--- src/rtl/counters_pkg.sv ---
// -----------------------------------------------------------------------------
// counters_pkg
//   Shared definitions for the counter block library: the state encoding used
//   by the loadable timers and the default data/count width.
// -----------------------------------------------------------------------------
package counters_pkg;

  localparam int DEFAULT_WIDTH = 8;

  typedef logic [1:0] state_t;

  localparam state_t ST_IDLE = 2'd0;
  localparam state_t ST_RUN  = 2'd1;
  localparam state_t ST_DONE = 2'd2;

endpackage : counters_pkg

--- src/rtl/counter_down_reload.sv ---
// -----------------------------------------------------------------------------
// counter_down_reload
//   Loadable down-counter / interval timer. A loaded value is counted down to
//   zero on qualified ticks, with a one-cycle terminal-count pulse. Operates as
//   a one-shot (ends in DONE) or periodic (auto-reload from the reload register).
//
// Ports
//   clk      : clock, all logic on posedge
//   rst      : synchronous, active-low reset
//   load     : capture data into count and reload register
//   data     : load value
//   start    : IDLE/DONE -> RUN (DONE restarts from the reload value)
//   stop     : RUN -> IDLE, count holds
//   en       : tick enable, only meaningful in RUN
//   periodic : 1 = auto-reload at zero, 0 = one-shot; sampled at each tick
//   count    : current count (registered)
//   tc       : terminal-count pulse, one cycle wide
//   busy     : state is RUN
//   done     : state is DONE
// -----------------------------------------------------------------------------
module counter_down_reload
  import counters_pkg::*;
#(
  parameter int WIDTH = DEFAULT_WIDTH
) (
  input  logic             clk,
  input  logic             rst,
  input  logic             load,
  input  logic [WIDTH-1:0] data,
  input  logic             start,
  input  logic             stop,
  input  logic             en,
  input  logic             periodic,
  output logic [WIDTH-1:0] count,
  output logic             tc,
  output logic             busy,
  output logic             done
);

  localparam logic [WIDTH-1:0] CNT_ZERO = {WIDTH{1'b0}};
  localparam logic [WIDTH-1:0] CNT_ONE  = {{(WIDTH-1){1'b0}}, 1'b1};

  logic [WIDTH-1:0] count_q;
  logic [WIDTH-1:0] count_d;
  logic [WIDTH-1:0] reload_q;
  logic [WIDTH-1:0] reload_d;
  state_t           state_q;
  state_t           state_d;
  logic             tc_q;
  logic             tc_d;
  logic             busy_q;
  logic             done_q;

  // Next-state / next-count decode, priority load > stop > start > tick.
  always_comb begin
    count_d  = count_q;
    reload_d = reload_q;
    state_d  = state_q;
    tc_d     = 1'b0;

    if (load) begin
      count_d  = data;
      reload_d = data;
      // Load never ticks; stop still beats start, and a load out of DONE
      // parks the timer in IDLE unless it is also being started.
      if (stop) begin
        state_d = ST_IDLE;
      end else if (start) begin
        state_d = ST_RUN;
      end else if (state_q == ST_DONE) begin
        state_d = ST_IDLE;
      end else begin
        state_d = state_q;
      end
    end else if (stop) begin
      if (state_q == ST_RUN) begin
        state_d = ST_IDLE;
      end else begin
        state_d = state_q;
      end
    end else if (start) begin
      case (state_q)
        ST_IDLE: state_d = ST_RUN;
        ST_DONE: begin
          state_d = ST_RUN;
          count_d = reload_q;
        end
        ST_RUN:  state_d = state_q;
        default: state_d = ST_IDLE;
      endcase
    end else if ((state_q == ST_RUN) && en) begin
      if (count_q == CNT_ZERO) begin
        // Zero here means either a start at 0 or the periodic wrap point.
        if (periodic) begin
          count_d = reload_q;
          tc_d    = (reload_q == CNT_ZERO);
        end else begin
          tc_d    = 1'b1;
          state_d = ST_DONE;
        end
      end else if (count_q == CNT_ONE) begin
        count_d = CNT_ZERO;
        tc_d    = 1'b1;
        if (periodic) begin
          state_d = state_q;
        end else begin
          state_d = ST_DONE;
        end
      end else begin
        count_d = count_q - CNT_ONE;
      end
    end else begin
      count_d = count_q;
    end
  end

  // State, count, reload and output registers; busy/done follow the next state
  // so they line up with the state register.
  always_ff @(posedge clk) begin
    if (!rst) begin
      count_q  <= CNT_ZERO;
      reload_q <= CNT_ZERO;
      state_q  <= ST_IDLE;
      tc_q     <= 1'b0;
      busy_q   <= 1'b0;
      done_q   <= 1'b0;
    end else begin
      count_q  <= count_d;
      reload_q <= reload_d;
      state_q  <= state_d;
      tc_q     <= tc_d;
      busy_q   <= (state_d == ST_RUN);
      done_q   <= (state_d == ST_DONE);
    end
  end

  assign count = count_q;
  assign tc    = tc_q;
  assign busy  = busy_q;
  assign done  = done_q;

endmodule : counter_down_reload

--- config.mk ---
export PLATFORM = sky130hd
export DESIGN_NAME = counter_down_reload
export DESIGN_NICKNAME = d
export VERILOG_FILES = /design/src/rtl/counters_pkg.sv /design/src/rtl/counter_down_reload.sv
export SDC_FILE = /design/constraint.sdc
export NUM_CORES = 1
export LEC_CHECK = 0
export ABC_AREA = 0
export ABC_CLOCK_PERIOD_IN_PS = 2000
export CAP_MARGIN = 20
export CORE_MARGIN = 3
export CORE_UTILIZATION = 35
export CTS_CLUSTER_SIZE = 25
export DETAILED_ROUTE_END_ITERATION = 10
export PLACE_DENSITY = 0.7
export SLEW_MARGIN = 10
export SYNTH_ARGS = -nofsm -noshare
export SYNTH_HDL_FRONTEND = slang
export SYNTH_SLANG_ARGS = --single-unit
--- constraint.sdc ---
create_clock -name clk -period 2 [get_ports clk]
set_clock_uncertainty 0.1 [all_clocks]
set_input_delay 0.2 -clock clk [delete_from_list [all_inputs] [get_ports clk]]
set_output_delay 0.2 -clock clk [all_outputs]
set_load 0.005 [all_outputs]
==> metrics.txt, run 1 <==
vias in the first global route 1,233; Total GRT Usage ~17%; port bufs 25; clk sink count 21; Reg clk slew, reported paths 120 ps; cell count along the critical path 7; CP Capture Type register; chip width roughly 65 um; Slew @ Worst Pin 397 ps; DP Worst Slack -57.8 ps; CP required approximately 2100 ps; fin nets slightly below 200; Max-slew headroom around 74%; Layout Cells excl Fill roughly 220; initial cell density of the core between 30% and 40%; Fmax around 520 MHz; Via density ~5.8; Seq/Total Area, Yosys approximately a third; status finished, final reports clean; Resized Gates After CTS 0; layout cells sized above 1 about 17%; CP startpoint kind register; # Post-CTS Setup Buffers 0; CP Max Fanout 7; Avg WL per Cell around 16 um; row cnt 20; Leak ~0.00066 uW; CTS Hold Bufs 0; DRT iter0 DRCs slightly above 90; critical path cell sequence inv_1, ha_1, or2_2, a31oi_1, buf_4, o21ai_0, a311oi_1; setup violators final 0; Max clock buf depth 2; first-pass GRT wire length around 5800 um; ys async rst share 0%; IO Pins 26; DP Cell Count roughly 220; H-tree level count 1; Pins Over Slew Limit 0; worst reg2reg path depth 7; critical path data arrival time roughly 2000 ps; pwr/cell area between 600 and 700 nW/um2; largest net degree at the start of global routing 16; critical path's slowest cell dfxtp_2; min Tclk post-route between 1500 and 2000 ps; r2r setup slk 90 ps; Die Y approximately 65 um; TritonCTS clock tree done; Post-synth EDFFs 0; core area between 3000 and 4000 um2; final worst setup slack around 88 ps; Max IR drop VDD between 0.2 and 0.3 mV; final hold violation count 0; most frequent cells in the layout clkdlybuf4s50_1, dfxtp_1, buf_4, nor2_1; Cell variety after synth 45; CP Buf/Inv Count 2; drt pass-1 iters 8; Crit Path Category reg2reg; FF-to-FF End count[5]; final setup TNS 0 ps; Mean Syn Cell Area roughly 8.9 um2; HPWL after DPL around 2700 um; ys flop type dfxtp_1; ant diodes 0; Hold Startpoint data[1]; DR DRC count 0; antenna-violating nets left 0; HP Class in2reg; worst-skew pair later-pin latency 310 ps; filler cell count between 300 and 400; synthesized area between 1000 and 1500 um2; Gate Count Post-Synth 138; synthesized net count between 150 and 200; Area Overhead vs Synth 36.3%; synth warn 0; delay-heaviest family, CP compound AO/OA/AOI/OAI gates; Via Count around 1,300; hold path depth 3; TritonCTS Buffers 3; Yosys reg bits 21; grt total ovfl 0; Routed Wire Length between 3000 and 4000 um; RePlAce Congestion about 0.86; commonest non-fill, non-tap cell in the layout clkdlybuf4s50_1; RSZ-0062 raised after global routing no; CP peak stage delay ~370 ps; period utilization approximately 96%; Reg-to-Reg Start count[0]; hold endpoint reload_q[1]; max_cap viols 0; Root Driver clkbuf_4; die area approximately 4300 um2; initial antenna violation count 0
[sequential cells by signal, indices dropped and copies added (netlist names)]
register  cells
count         8
tc            1
state_q       2
done          1
busy          1
reload_q      8
[synthesized netlist by cell type (4+ instances only)]
cell	number	area (um2)
dfxtp_1	21	420
a311oi_1	4	35.0
o21ai_0	7	35.0
nand2_1	7	26.3
mux2i_1	7	70.1
inv_1	7	26.3
nor2_1	11	41.3
nor4_1	5	31.3
a21oi_1	4	20.0
a222oi_1	4	40.0
nor3_1	7	35.0
[area by class of cell]
class	instances	area (um2)	share of cell area (%)
multi-input combinational	103	754	45.0
sequential	21	422	25.1
timing repair buffer	44	393	23.4
tap	44	55.1	3.28
clock buffer	4	26.3	1.57
inverter	7	26.3	1.57
[stage by stage]
step / total power (uW) / util, % / hold WS, ps / area [um2]
finish: 1020 / 52.3 / 380 / 1680
global route: 1070 / 52.3 / 406 / 1680
CTS: 1010 / 52.0 / 395 / 1670
detailed placement: 803 / 51.2 / 379 / 1640
global placement: 797 / 51.2 / 381 / 1640
floorplan: 648 / - / 205 / 1230
[cell families (layout without fill, tap and decap cells)]
logic type               after synthesis  in the layout  synth area share (%)
AO/OA/AOI/OAI                         41             41                  26.4
XOR/XNOR                               1              1                 0.712
adder cells (fa/ha/maj)                3              3                  3.05
buffers and inverters                 14             55                  5.19
flip-flops                            21             21                  34.2
multiplexers                           7              7                  5.70
AND/OR/NAND/NOR                       51             51                  24.7
[power breakdown]
part	internal (uW)	switching [uW]	total [uW]
clock network	78.1	138	216
registers	444	27.9	472
logic	174	156	330
total	696	322	1020
[metal layers]
metal | wire length, um | vias to the layer above | track usage, %
li1 | - | 616 | -
met1 | 1520 | 598 | 23.8
met2 | 1640 | 62 | 28.4
met4 | 38 | 0 | 4.92
met5 | 0 | - | 0
met3 | 295 | 7 | 2.91
[worst min-delay path: stages]
cell and delay [ps]:
clkdlybuf4s50_1 400, nand2_1 90, a21oi_1 60
[worst max-delay path by stage]
stage                   from       end
finish              count[0]  count[5]
global placement        load  count[7]
floorplan           count[0]  count[5]
global route        count[1]  count[1]
detailed placement      load  count[5]
CTS                 count[0]  count[5]
(Power assumes the default switching activity.)
==> inputs of run 2 (changes only) <==
--- a/config.mk
+++ b/config.mk
@@ -13,6 +13,7 @@
 export CTS_CLUSTER_SIZE = 25
 export DETAILED_ROUTE_END_ITERATION = 10
 export PLACE_DENSITY = 0.7
+export RECOVER_POWER = 50
 export SLEW_MARGIN = 10
 export SYNTH_ARGS = -nofsm -noshare
 export SYNTH_HDL_FRONTEND = slang
==> run 2 against run 1 <==
Flip-flop and latch count unchanged; clock-buffer cell count unchanged; via count shrank 1.2%; maximum frequency rose by 1.1%; clock power is 3% lower; sequential share of layout area up 0.17 points; combinational power shrank 2%; non-clock buffer count unchanged; hold slack better by 11 ps; routed wire length fell by 0.46%; die area unchanged; largest power group unchanged; design area fell by 0.67%; largest cell class unchanged.
==> metrics.txt, run 2 (synthesis gave the netlist of run 1 again) <==
chip width between 60 and 70 um; CP startpoint kind register; Fmax around 530 MHz; Hold Startpoint data[1]; RePlAce Congestion between 0.8 and 0.9; DR DRC count 0; grt total ovfl 0; Reg-to-Reg Start count[0]; Leak 0.000662 uW; TritonCTS clock tree done; H-tree level count 1; Via Count roughly 1,300; critical path's slowest cell dfxtp_2; Routed Wire Length 3470 um; r2r setup slk roughly 110 ps; worst hold slack between 300 and 400 ps; FF-to-FF End count[5]; DRT iter0 DRCs between 90 and 100; TritonCTS Buffers 3; Die Y 65.3 um; IO Pins 26; Max clock buf depth 2; max_cap viols 0; Pins Over Slew Limit 0; HPWL after DPL ~2700 um; worst reg2reg path depth 7; period utilization a little over nine tenths; Slew @ Worst Pin between 300 and 400 ps; Via density roughly 5.7; pwr/cell area between 600 and 700 nW/um2; clk sink count 21; CP Buf/Inv Count 2; hold path depth 3; ant diodes 0; critical path data arrival time between 2000 and 2500 ps; Avg WL per Cell about 16 um; CP required 2120 ps; drt pass-1 iters 6; CP Capture Type register; row cnt 20; CP peak stage delay about 370 ps; critical path cell sequence inv_1, ha_1, or2_2, a31oi_1, buf_4, o21ai_0, a311oi_1; vias in the first global route 1,233; filler cell count approximately 300; worst-skew pair later-pin latency 300 ps; initial antenna violation count 0; Reg clk slew, reported paths 120 ps; Area Overhead vs Synth 35.4%; Max IR drop VDD 0.280 mV; hold endpoint reload_q[1]; antenna-violating nets left 0; delay-heaviest family, CP compound AO/OA/AOI/OAI gates; # Post-CTS Setup Buffers 0; status finished, final reports clean; RSZ-0062 raised after global routing no; Total GRT Usage 17.5%; setup violators final 0; die area between 4000 and 5000 um2; final setup TNS 0 ps; core area 3200 um2; final hold violation count 0; Max-slew headroom between 70% and 80%; Root Driver clkbuf_4; port bufs 25; Crit Path Category reg2reg; fin nets around 200; largest net degree at the start of global routing 16; initial cell density of the core a little under two fifths; layout cells sized above 1 between 10% and 20%; min Tclk post-route roughly 1900 ps; HP Class in2reg; most frequent cells in the layout dfxtp_1, clkdlybuf4s50_1, buf_4, nor2_1; commonest non-fill, non-tap cell in the layout dfxtp_1; CP Max Fanout 7; first-pass GRT wire length ~6000 um
[run 2: metal layers]
metal	global-route usage [%]	vias to the layer above	routed length (um)
met5	0	-	0
met4	4.92	0	29
met3	2.91	4	262
met2	28.4	50	1640
met1	23.8	597	1550
li1	-	617	-
[run 2: worst register-to-register path, stage by stage, from the launching register on]
cell,delay [ps]
dfxtp_2,370
inv_1,60
ha_1,230
or2_2,340
a31oi_1,180
buf_4,180
o21ai_0,100
a311oi_1,260
[run 2: stage by stage]
stage / setup WS (ps) / std cells / total power [uW] / utilization (%) / area, um2
floorplan: 55.6 / 138 / 648 / - / 1230
global placement: 22.0 / 219 / 797 / 51.2 / 1640
detailed placement: -57.8 / 219 / 803 / 51.2 / 1640
CTS: 25.7 / 223 / 1010 / 52.0 / 1670
global route: 10.2 / 223 / 1060 / 52.0 / 1670
finish: 110 / 223 / 1000 / 52.0 / 1670
[run 2: how the worst max path moves through the flow]
stage	startpoint	end	depth (start not counted)	slack [ps]
floorplan	count[0]	count[5]	6	60
global placement	load	count[7]	6	20
detailed placement	load	count[5]	6	-60
CTS	count[0]	count[5]	7	30
global route	count[1]	count[1]	6	10
finish	count[0]	count[5]	7	110
[run 2: what timing repair did]
action | 4_1_cts | 5_1_grt
endpoints found under the setup margin | 0 | 7
endpoints found under the hold margin | 0 | 0
hold buffers | 0 | 0
gates resized for setup | 0 | 3
[run 2: area by class of cell]
class                      count  area (um2)  area share, %
tap                           44        55.1           3.31
multi-input combinational    103         754           45.3
inverter                       7        26.3           1.58
clock buffer                   4        26.3           1.58
timing repair buffer          44         382           22.9
sequential                    21         422           25.3
[run 2: power breakdown]
part           internal, uW  switching, uW  total, uW
Sequential              444           27.9        472
Combinational           167            156        323
Clock                  77.8            131        209
Total                   688            315       1000
==> inputs of run 3 (changes only) <==
--- a/config.mk
+++ b/config.mk
@@ -6,9 +6,8 @@
 export NUM_CORES = 1
 export LEC_CHECK = 0
 export ABC_AREA = 0
-export ABC_CLOCK_PERIOD_IN_PS = 2000
 export CAP_MARGIN = 20
-export CORE_MARGIN = 3
+export CORE_MARGIN = 4
 export CORE_UTILIZATION = 35
 export CTS_CLUSTER_SIZE = 25
 export DETAILED_ROUTE_END_ITERATION = 10
==> run 3 against run 2 <==
Maximum frequency down 1.5%; highest routed layer unchanged; final cell count grew 3.1%; design area up 2.9%.
==> metrics.txt, run 3 (synthesis gave the netlist of run 1 again) <==
Reg clk slew, reported paths roughly 130 ps; CP startpoint kind register; first-pass GRT wire length 5730 um; layout cells sized above 1 between 20% and 30%; Avg WL per Cell 15.5 um; HPWL after DPL roughly 2700 um; critical path data arrival time around 2100 ps; Max-slew headroom 69.0%; Root Driver clkbuf_4; Via density 5.53; vias in the first global route 1,237; setup violators final 0; ant diodes 0; RSZ-0062 raised after global routing no; design area roughly 1700 um2; grt total ovfl 0; CTS Hold Bufs 0; port bufs 25; top layer in use met4; most frequent cells in the layout buf_4, dfxtp_1, clkdlybuf4s50_1, nor2_1; row cnt 21; Fmax ~520 MHz; antenna-violating nets left 0; max_cap viols 0; Slew @ Worst Pin around 460 ps; final worst setup slack just over 80 ps; CP peak stage delay 350 ps; largest net degree at the start of global routing 19; Total GRT Usage between 10% and 20%; CP required roughly 2100 ps; initial cell density of the core between 30% and 40%; Max clock buf depth 2; H-tree level count 1; Die Y 67.3 um; Leak 0.000700 uW; Via Count about 1,300; WL met1 between 1500 and 2000 um; CP Capture Type register; CP Max Fanout 6; TritonCTS Buffers 3; chip width 67.3 um; drt pass-1 iters 5; worst hold slack around 370 ps; clk sink count 21; critical path cell sequence inv_1, ha_1, nor4b_4, a2111oi_4, or2_1, o221a_1; status finished, final reports clean; worst-skew pair later-pin latency 320 ps; Pins Over Slew Limit 0; HP Class in2reg; TritonCTS clock tree done; IO Pins 26; initial antenna violation count 0; RePlAce Congestion approximately 0.9; final hold violation count 0; commonest non-fill, non-tap cell in the layout buf_4; pwr/cell area about 600 nW/um2; DP Worst Slack -52.9 ps; Crit Path Category reg2reg; core area approximately 3400 um2; critical path's slowest cell dfxtp_2; met3 WL post-DR about 220 um; met2 wire len about 1700 um; DR DRC count 0; min Tclk post-route approximately 1900 ps; fin nets slightly above 200; Area Overhead vs Synth 39.3%; DRT iter0 DRCs slightly below 90; placed cell areas 1660 um2; Max IR drop VDD 0.548 mV; die area approximately 4500 um2; period utilization between 90% and 100%; Routed Wire Length 3560 um
-- run 3: timing repair --
item	4_1_cts	5_1_grt
resized for setup	0	4
pin swaps	0	2
endpoints found under the setup margin	3	5
setup buffers	1	2
-- run 3: worst paths after layout --
| kind | startpoint | end | slack, ps | cells after the start |
|---|---|---|---|---|
| setup / recovery | count[0] | count[1] | 80 | 6 |
| hold / removal | data[1] | reload_q[1] | 370 | 3 |
| setup reg to reg | count[0] | count[1] | 80 | 6 |
| hold reg to reg | reload_q[7] | reload_q[7] | 450 | 2 |
-- run 3: report_power, final --
group,switching (uW),internal [uW]
registers,28.6,444
clock network,140,75.0
logic,156,178
-- run 3: layout make-up --
| cell class | count | area, um2 |
|---|---|---|
| Clock buffer | 3 | 22.5 |
| Sequential cell | 21 | 422 |
| Fill cell | 346 | 1650 |
| Clock inverter | 1 | 5.00 |
| Multi-Input combinational cell | 103 | 752 |
| Tap cell | 46 | 57.6 |
| Timing Repair Buffer | 49 | 428 |
| Inverter | 7 | 26.3 |
-- run 3: critical path, delay by kind of cell (launching register included) --
kind            cells  cell delay [ps]
compound gates      2              400
fa+ha+maj           1              210
buf+inv             1              120
flops               1              350
simple gates        2              650
-- run 3: through the flow --
step	std cells	TNS [ps]	util, %	power, uW
2_1_floorplan	138	0	-	648
3_3_place_gp	223	0	49.3	797
3_5_place_dp	223	-176	49.3	800
4_1_cts	228	0	50.3	1030
5_1_grt	230	0	50.9	1090
6_report	230	0	50.9	1020
-- run 3: metal layers --
metal	vias up	global-route usage (%)
met3	7	4.33
li1	626	-
met4	0	7.09
met2	39	27.1
met1	599	21.3
met5	-	0
